<file path="config.mk">
export PLATFORM = sky130hd
export DESIGN_NAME = huffman_encoder
export DESIGN_NICKNAME = d
export VERILOG_FILES = /design/src/rtl/huffman_encoder.sv
export SDC_FILE = /design/constraint.sdc
export NUM_CORES = 1
export LEC_CHECK = 0
export CAP_MARGIN = 20
export CORE_MARGIN = 2
export CORE_UTILIZATION = 58
export CTS_BUF_LIST = sky130_fd_sc_hd__clkbuf_8
export DETAILED_ROUTE_END_ITERATION = 12
export PLACE_DENSITY = 0.88
export SYNTH_ARGS = -nofsm -noshare
export SYNTH_HDL_FRONTEND = slang
export SYNTH_SLANG_ARGS = --single-unit
export TNS_END_PERCENT = 5
</file>
<file path="constraint.sdc">
create_clock -name clk -period 6.05 [get_ports clk]
set_input_delay 1.21 -clock clk [delete_from_list [all_inputs] [get_ports clk]]
set_output_delay 1.21 -clock clk [all_outputs]
set_load 0.02 [all_outputs]
</file>
<file path="src/rtl/huffman_encoder.sv">
// huffman_encoder: packs 4-bit symbols into MSB-first prefix codes and emits
// fixed-width OUT_W-bit words over a valid/ready stream.
//
// Ports:
//   clk, rst                    clock, synchronous active-high reset
//   in_data/in_valid/in_last    NSYM symbols per word, symbol 0 in the top nibble
//   in_ready                    high only while idle
//   out_data/out_valid/out_ready packed code bits, MSB = earliest bit
//   out_last                    final output word of a stream
//   out_nbits                   meaningful left-justified bits in out_data
//   sym_err                     one-cycle pulse when an unmapped symbol is dropped
//   total_bits                  appended code-bit counter
//
// Build option: define HENC_STATS_EN to build the total_bits counter;
// otherwise total_bits is tied to zero.
module huffman_encoder #(
  parameter int unsigned OUT_W = 16,
  parameter int unsigned NSYM  = 8
) (
  input  logic                         clk,
  input  logic                         rst,
  input  logic [4*NSYM-1:0]            in_data,
  input  logic                         in_valid,
  input  logic                         in_last,
  output logic                         in_ready,
  output logic [OUT_W-1:0]             out_data,
  output logic                         out_valid,
  input  logic                         out_ready,
  output logic                         out_last,
  output logic [$clog2(OUT_W+1)-1:0]   out_nbits,
  output logic                         sym_err,
  output logic [31:0]                  total_bits
);

  localparam int unsigned IN_W  = 4 * NSYM;
  localparam int unsigned ACC_W = OUT_W + 6;
  localparam int unsigned CNT_W = $clog2(ACC_W);
  localparam int unsigned IDX_W = $clog2(NSYM + 1);
  localparam int unsigned NB_W  = $clog2(OUT_W + 1);

  typedef enum logic [1:0] {S_IDLE, S_ENCODE, S_EMIT, S_FLUSH} state_t;

  state_t             state;
  logic [IN_W-1:0]    word;
  logic [IDX_W-1:0]   idx;
  logic               last_flag;
  logic [ACC_W-1:0]   acc;
  logic [CNT_W-1:0]   cnt;

  logic [3:0]         cur_sym_c;
  logic [2:0]         cur_len_c;
  logic [5:0]         cur_code_c;
  logic [ACC_W-1:0]   code_ext_c;
  logic               do_emit_c;
  logic               take_sym_c;

  // Code table: {length, code left-justified in 6 bits}; length 0 = unmapped.
  function automatic logic [8:0] code_lookup(input logic [3:0] s);
    case (s)
      4'd0:    return {3'd1, 6'b100000};
      4'd1:    return {3'd4, 6'b010000};
      4'd2:    return {3'd4, 6'b010100};
      4'd3:    return {3'd6, 6'b011000};
      4'd4:    return {3'd6, 6'b011001};
      4'd5:    return {3'd4, 6'b001000};
      4'd6:    return {3'd4, 6'b001100};
      4'd7:    return {3'd5, 6'b011010};
      4'd8:    return {3'd6, 6'b000110};
      4'd9:    return {3'd4, 6'b011100};
      4'd10:   return {3'd4, 6'b000000};
      4'd12:   return {3'd6, 6'b000111};
      4'd14:   return {3'd6, 6'b000100};
      4'd15:   return {3'd6, 6'b000101};
      default: return {3'd0, 6'b000000};
    endcase
  endfunction

  // Current symbol is always the top nibble of the shifting word register;
  // its code is aligned just below the cnt valid bits of the accumulator.
  always_comb begin
    cur_sym_c               = word[IN_W-1 -: 4];
    {cur_len_c, cur_code_c} = code_lookup(cur_sym_c);
    code_ext_c              = ACC_W'({cur_code_c, {(ACC_W-6){1'b0}}} >> cnt);
    do_emit_c               = (cnt >= CNT_W'(OUT_W));
    take_sym_c              = (state == S_ENCODE) && !do_emit_c && (idx < IDX_W'(NSYM));
  end

  // Control FSM with registered outputs.
  always_ff @(posedge clk) begin
    if (rst) begin
      state     <= S_IDLE;
      word      <= '0;
      idx       <= '0;
      last_flag <= 1'b0;
      acc       <= '0;
      cnt       <= '0;
      in_ready  <= 1'b1;
      out_valid <= 1'b0;
      out_last  <= 1'b0;
      out_data  <= '0;
      out_nbits <= '0;
      sym_err   <= 1'b0;
    end else begin
      sym_err <= 1'b0;
      case (state)
        S_IDLE: begin
          if (in_valid) begin
            word      <= in_data;
            last_flag <= in_last;
            idx       <= '0;
            in_ready  <= 1'b0;
            state     <= S_ENCODE;
          end
        end
        S_ENCODE: begin
          if (do_emit_c) begin
            state     <= S_EMIT;
            out_valid <= 1'b1;
            out_data  <= acc[ACC_W-1 -: OUT_W];
            out_nbits <= NB_W'(OUT_W);
            out_last  <= last_flag && (idx == IDX_W'(NSYM)) && (cnt == CNT_W'(OUT_W));
          end else if (take_sym_c) begin
            acc  <= acc | code_ext_c;
            cnt  <= cnt + CNT_W'(cur_len_c);
            idx  <= idx + IDX_W'(1);
            word <= word << 4;
            if (cur_len_c == 3'd0) sym_err <= 1'b1;
          end else if (last_flag && (cnt != '0)) begin
            state     <= S_FLUSH;
            out_valid <= 1'b1;
            out_data  <= acc[ACC_W-1 -: OUT_W];
            out_nbits <= NB_W'(cnt);
            out_last  <= 1'b1;
          end else begin
            // Residual bits stay in acc and continue with the next word.
            last_flag <= 1'b0;
            in_ready  <= 1'b1;
            state     <= S_IDLE;
          end
        end
        S_EMIT: begin
          if (out_ready) begin
            acc       <= acc << OUT_W;
            cnt       <= cnt - CNT_W'(OUT_W);
            out_valid <= 1'b0;
            out_last  <= 1'b0;
            if (out_last) begin
              last_flag <= 1'b0;
              in_ready  <= 1'b1;
              state     <= S_IDLE;
            end else begin
              state <= S_ENCODE;
            end
          end
        end
        S_FLUSH: begin
          if (out_ready) begin
            acc       <= '0;
            cnt       <= '0;
            last_flag <= 1'b0;
            out_valid <= 1'b0;
            out_last  <= 1'b0;
            in_ready  <= 1'b1;
            state     <= S_IDLE;
          end
        end
        default: state <= S_IDLE;
      endcase
    end
  end

`ifdef HENC_STATS_EN
  // Running count of appended code bits, wraps naturally at 2^32.
  always_ff @(posedge clk) begin
    if (rst)             total_bits <= '0;
    else if (take_sym_c) total_bits <= total_bits + 32'(cur_len_c);
  end
`else
  assign total_bits = '0;
`endif

endmodule

</file>
# Word-level counts from Yosys, hierarchy flattened
# Memory sizes are Yosys's and may differ from the RTL's. A register that Yosys moved wholly into a read port is not among the register bits.
# Cells that the tools add are included.
dict set report totals {
  register_bits 91
  inputBits 37
  romBits 144
  word_cells 117
  n_memories 1
  out_inout_bits 57
}
# memory words width rd rd_clocked_by_memory_dff wr line
set mem_list {}
lappend mem_list {{(name not given)} 16 9 1 1 0 59} ;# case (s)
dict set report classes {
  n_reduce_logical 21
  n_eq_ne 17
  n_mux 57
  order_cmp 2
  shifts 1
  add_sub_neg 3
  bitwise 3
}
# op n
set ops {}
lappend ops {{$mux W32} 3}
lappend ops {{$mux W22} 4}
lappend ops {{$pmux W22 S3} 1}
lappend ops {{$pmux W32 S2} 1}
lappend ops {{$mux W16} 3}
lappend ops {{$mux W5} 7}
lappend ops {{$or A22 B22 Y22} 1}
lappend ops {{$shr A22 B5 Y22} 1}
lappend ops {{$mux W1} 20}
lappend ops {{$mux W4} 5}
lappend ops {{$ne A2 B2 Y1 const B} 9}
lappend ops {{$pmux W5 S3} 1}
lappend ops {{$mux W2} 6}
lappend ops {{$reduce_and A4 Y1} 3}
lappend ops {{$pmux W1 S4} 2}
lappend ops {{$pmux W2 S4} 1}
lappend ops {{$pmux W4 S2} 1}
lappend ops {{$reduce_and A7 Y1} 1}
lappend ops {{$reduce_bool A2 Y1} 3}
lappend ops {{$add A5 B3 Y5} 1}
lappend ops {{$eq A5 B5 Y1 const B} 1}
lappend ops {{$ge A5 B5 Y1 const B} 1}
lappend ops {{$logic_and A1 B1 Y1} 5}
lappend ops {{$reduce_and A5 Y1} 1}
lappend ops {{19 further kinds} 22}

# Logic depth before layout (Yosys ltp)
dict set report logic_depth {
  ltp_word 9
  depth_mapped 12
  mapped_depth_nobuf 9
}

# Worst setup path after synthesis
# Ideal clock, no wire load.
dict set report synth_path {
  kind {input to register}
  from {in in_valid}
  to {reg cur_code_c[4] (netlist name)}
  setup_time_ns 0.117
  required_ns 5.933
  stages 11
  slack_ns 3.098
  n_path_buf 2
  arrival_ns 2.835
  path_cell_list {nor3b_2 > or2_1 > buf_6 > buf_4 > nor2_1 > a311oi_2 > inv_1 > ha_1 > inv_1 > a21oi_1 > a22o_1}
}
dict set report synth_between {
  elab_chain_cells 4
}
# element line
set synth_rtl {}
lappend synth_rtl {{from (decl)} 23} ;# input logic in_valid,
lappend synth_rtl {{$ne A2 B2 Y1 (no source line)} --}
lappend synth_rtl {{$reduce_and A4 Y1 (no source line)} --}
lappend synth_rtl {{$mux W4 (no source line) (2 in series)} --}
# Every way passes these cells.
# A chain may end at the register's enable or synchronous reset.

# Worst setup path in the final report
dict set report layout_path {
  from {in in_valid}
  to {reg cur_code_c[2] (netlist name)}
}
dict set report layout_between {
  elab_chain_cells 4
}
# element
set layout_rtl {}
lappend layout_rtl {{$ne A2 B2 Y1 (no source line)}}
lappend layout_rtl {{$reduce_and A4 Y1 (no source line)}}
lappend layout_rtl {{$mux W4 (no source line) (2 in series)}}
# Every way passes these cells.

==> metrics.md <==
| Metric | Value |
|---|---|
| Status | `finished, final reports clean` |
| Total area of sequential cells | `~2000 um2` |
| Vias | `between 4000 and 5000` |
| Initial antenna violation count | `0` |
| CTS tree | `yes` |
| RSZ-0062 raised after global routing | `no` |
| Rows | `33` |
| First-pass GRT wire length | `19000 um` |
| Synth top area cells | `dfxtp_1, nand2_1, buf_4, nor2_1, a21oi_1` |
| CP Class | `in2reg` |
| Antenna Cells | `0` |
| Chip height | `96.7 um` |
| Synth area leader | `dfxtp_1` |
| Die width | `between 90 and 100 um` |
| Crit path to | `cur_code_c[2]$_DFF_P_` |
| Most frequent cells after synthesis | `nand2_1, dfxtp_1, nor2_1` |
| Total gr overflow | `0` |
| EDFF count, synth | `0` |
| Max_cap viols | `0` |
| H-tree levels | `3` |
| Register area share after synthesis | `0.402` |
| Ys async rst share | `0` |
| TritonCTS Sinks | `100` |
| Post-DR vias/cell | `5.67` |
| Fillers | `690` |
| Worst reg2reg path depth | `10` |
| Hpwl dp | `8130 um` |
| Largest net degree at the start of global routing | `52` |
| Slowest cell delay on critical path | `0.48 ns` |
| Post-Syn Area | `4980 um2` |
| Final setup violation count | `0` |
| Leakage | `0.00211 uW` |
| Vias in the first global route | `4021` |
| Core area | `8260 um2` |
| Delay-heaviest family, CP | `buffers and inverters` |
| Clock buffer count from CTS | `9` |
| Post-synth cell types | `65` |
| Placer congestion estimate | `between 0.8 and 0.9` |
| Clk buf depth | `2` |
| Multi-input logic area | `2570 um2` |
| Synth Flop Type | `dfxtp_1` |
| Levels on crit path | `11` |
| Crit. End Element | `flip-flop` |
| Pwr/cell area | `295 nW/um2` |
| Worst setup startpoint | `in_valid` |
| CP cell instances | `clkdlybuf4s50_1 > nor3b_2 > buf_4 > or2_2 > buf_4 > a311oi_2 > inv_1 > ha_1 > inv_1 > o221ai_1 > o21ai_0` |
| Mapped Cells | `608` |
| DRC | `0` |
| Reg-to-reg endpoint | `cur_code_c[4]$_DFF_P_` |
| Routed Antenna Nets | `0` |
| Fin crit period | `about 3.7 ns` |
| Initial Utilization | `0.603` |
| CTS clk-pin slew, worst paths | `0.11 ns` |
| Pre-antenna DRT Iters | `4` |
| Slew Limit Headroom | `0.455` |
| Switching Fraction | `0.352` |
| Reg-to-reg critical path startpoint | `cnt[4]$_SDFFE_PP0P_` |
| Reg2Reg Setup Slack | `2.80 ns` |
| Setup_tns | `0 ns` |
| Peak VDD IR | `0.000157 V` |
| Clock Latency Late Sink | `~0.37 ns` |
| Layout net count | `~700` |
| Least-Margin Pin Slew | `0.816 ns` |
| Worst setup SP type | `primary input` |
| Wire per inst | `15.3 um` |
| Iteration-0 DRC Markers | `roughly 220` |
| Share of cells above drive strength 1 | `0.0652` |
| Root Driver | `clkbuf_8` |
| Cts hold-fix bufs | `0` |
| Routed WL | `roughly 11000 um` |
| Buf+Inv Stages, Crit Path | `5` |
| Final hold violation count | `0` |
| Final core occ | `0.679` |
| Die area | `9340 um2` |
| PostCTS Resize Cnt | `0` |
| Clk_skew | `0.0111 ns` |
| Critical Path AT | `around 3.9 ns` |
| Fmax | `around 270 MHz` |
| WP data required | `approximately 6.3 ns` |
| Synth-to-layout area growth | `12.6%` |
| Syn_area_per_cell | `8.19 um2` |
| Sequential share of power | `0.488` |
| P_sw | `582 uW` |
| Post-CTS Setup Inserts | `0` |
| Synth Warn # | `0` |
| Ports | `94` |
| Critical Path Fanout Max | `33` |
| Total internal power | `1070 uW` |
| Slowest-stage cell, CP | `or2_2` |
| Final Cycle Share | `0.604` |
| Port bufs | `just over 60` |
| Slew Viols, Final | `0` |
| Logic pwr share | `0.269` |
| Clock share of power | `0.244` |
| FF+latch count, synth | `100` |
| HP Class | `reg2reg` |
| GRT Total Usage | `0.244` |
| Count leader, synth | `nand2_1` |
| Top cell type's share of synthesized area | `0.402` |
| Hold Crit Start | `acc[0]$_SDFFE_PP0P_` |
## power groups by stage
stage / combinational (uW) / sequential, uW / clock [uW]
final: 444 / 806 / 402
after global routing: 491 / 816 / 438
after CTS: 441 / 804 / 408
after detailed placement: 438 / 819 / 0
after global placement: 423 / 815 / 0
after floorplan: 384 / 781 / 0
## per-layer routing
layer | GRT usage | wire, um
met5 | 0 | 0
met1 | 0.300 | 4850
met2 | 0.424 | 5790
met4 | 0.106 | 306
met3 | 0.0361 | 523
## final cells by class
| cell class | instances | share of cell area |
|---|---|---|
| well taps | 105 | 0.0234 |
| clock buffers | 9 | 0.0221 |
| multi-input cells | 446 | 0.459 |
| flip-flops and latches | 100 | 0.357 |
| repair buffers | 69 | 0.119 |
| clock inverters | 6 | 0.0103 |
| inverters | 14 | 0.00937 |
## worst min-delay path: stages, from the launching register on
cell and delay [ns]:
dfxtp_1 0.31, inv_1 0.06, nor2_1 0.05
## cells by family (layout without fill, tap and decap cells)
| family | Yosys count | in the layout | share of synthesized area |
|---|---|---|---|
| buffers and inverters | 93 | 98 | 0.105 |
| xor gates and xnor gates | 3 | 3 | 0.00528 |
| adders and majority gates | 12 | 12 | 0.0317 |
| DFF | 100 | 100 | 0.402 |
| and+or+nand+nor | 242 | 242 | 0.220 |
| other | 1 | 32 | 0.000753 |
| AOI/OAI and AO/OA | 138 | 138 | 0.194 |
| muxes | 19 | 19 | 0.0417 |
## worst min path at each step
stage,endpoint,cells past startpoint
6_report,acc[0]$_SDFFE_PP0P_,2
5_1_grt,out_nbits[1]$_SDFFE_PP0P_,2
4_1_cts,acc[0]$_SDFFE_PP0P_,2
3_5_place_dp,acc[0]$_SDFFE_PP0P_,2
3_3_place_gp,acc[0]$_SDFFE_PP0P_,2
2_1_floorplan,acc[0]$_SDFFE_PP0P_,2
## registers in the layout (all words and copies together), names as in the netlist, 2 cells and up
signal	flops
acc	22
cnt	5
cur_code_c	6
cur_len_c	3
idx	4
out_data	16
out_nbits	5
state	2
word	32
## through the flow
step | instance area [um2] | worst slack [ns] | cells | power, uW | hold slack [ns]
2_1_floorplan | 5090 | 3.10 | 639 | 1170 | 0.417
3_3_place_gp | 5430 | 2.12 | 734 | 1240 | 0.426
3_5_place_dp | 5430 | 2.00 | 734 | 1260 | 0.436
4_1_cts | 5610 | 2.41 | 749 | 1650 | 0.451
5_1_grt | 5610 | 2.17 | 749 | 1750 | 0.477
6_report | 5610 | 2.39 | 749 | 1650 | 0.452
## cells in the final DEF (no fill, tap or decap), types with 4 or more instances in the layout
master	synthesis	routed
a221oi_1	5	5
buf_4	37	8
nand2b_1	6	6
conb_1	1	32
nor2_1	68	68
mux2_2	4	4
mux2i_1	14	14
a31oi_1	5	5
nor3_1	16	16
nand2_1	112	112
a311oi_1	26	26
a22oi_1	10	10
o21ai_0	11	11
nand3b_1	5	5
ha_1	11	11
nor3b_1	10	10
clkdlybuf4s50_1	0	60
inv_1	13	13
a21oi_1	49	49
dfxtp_1	100	100
clkbuf_8	0	9
No activity file was read; power rests on OpenSTA's default activity.
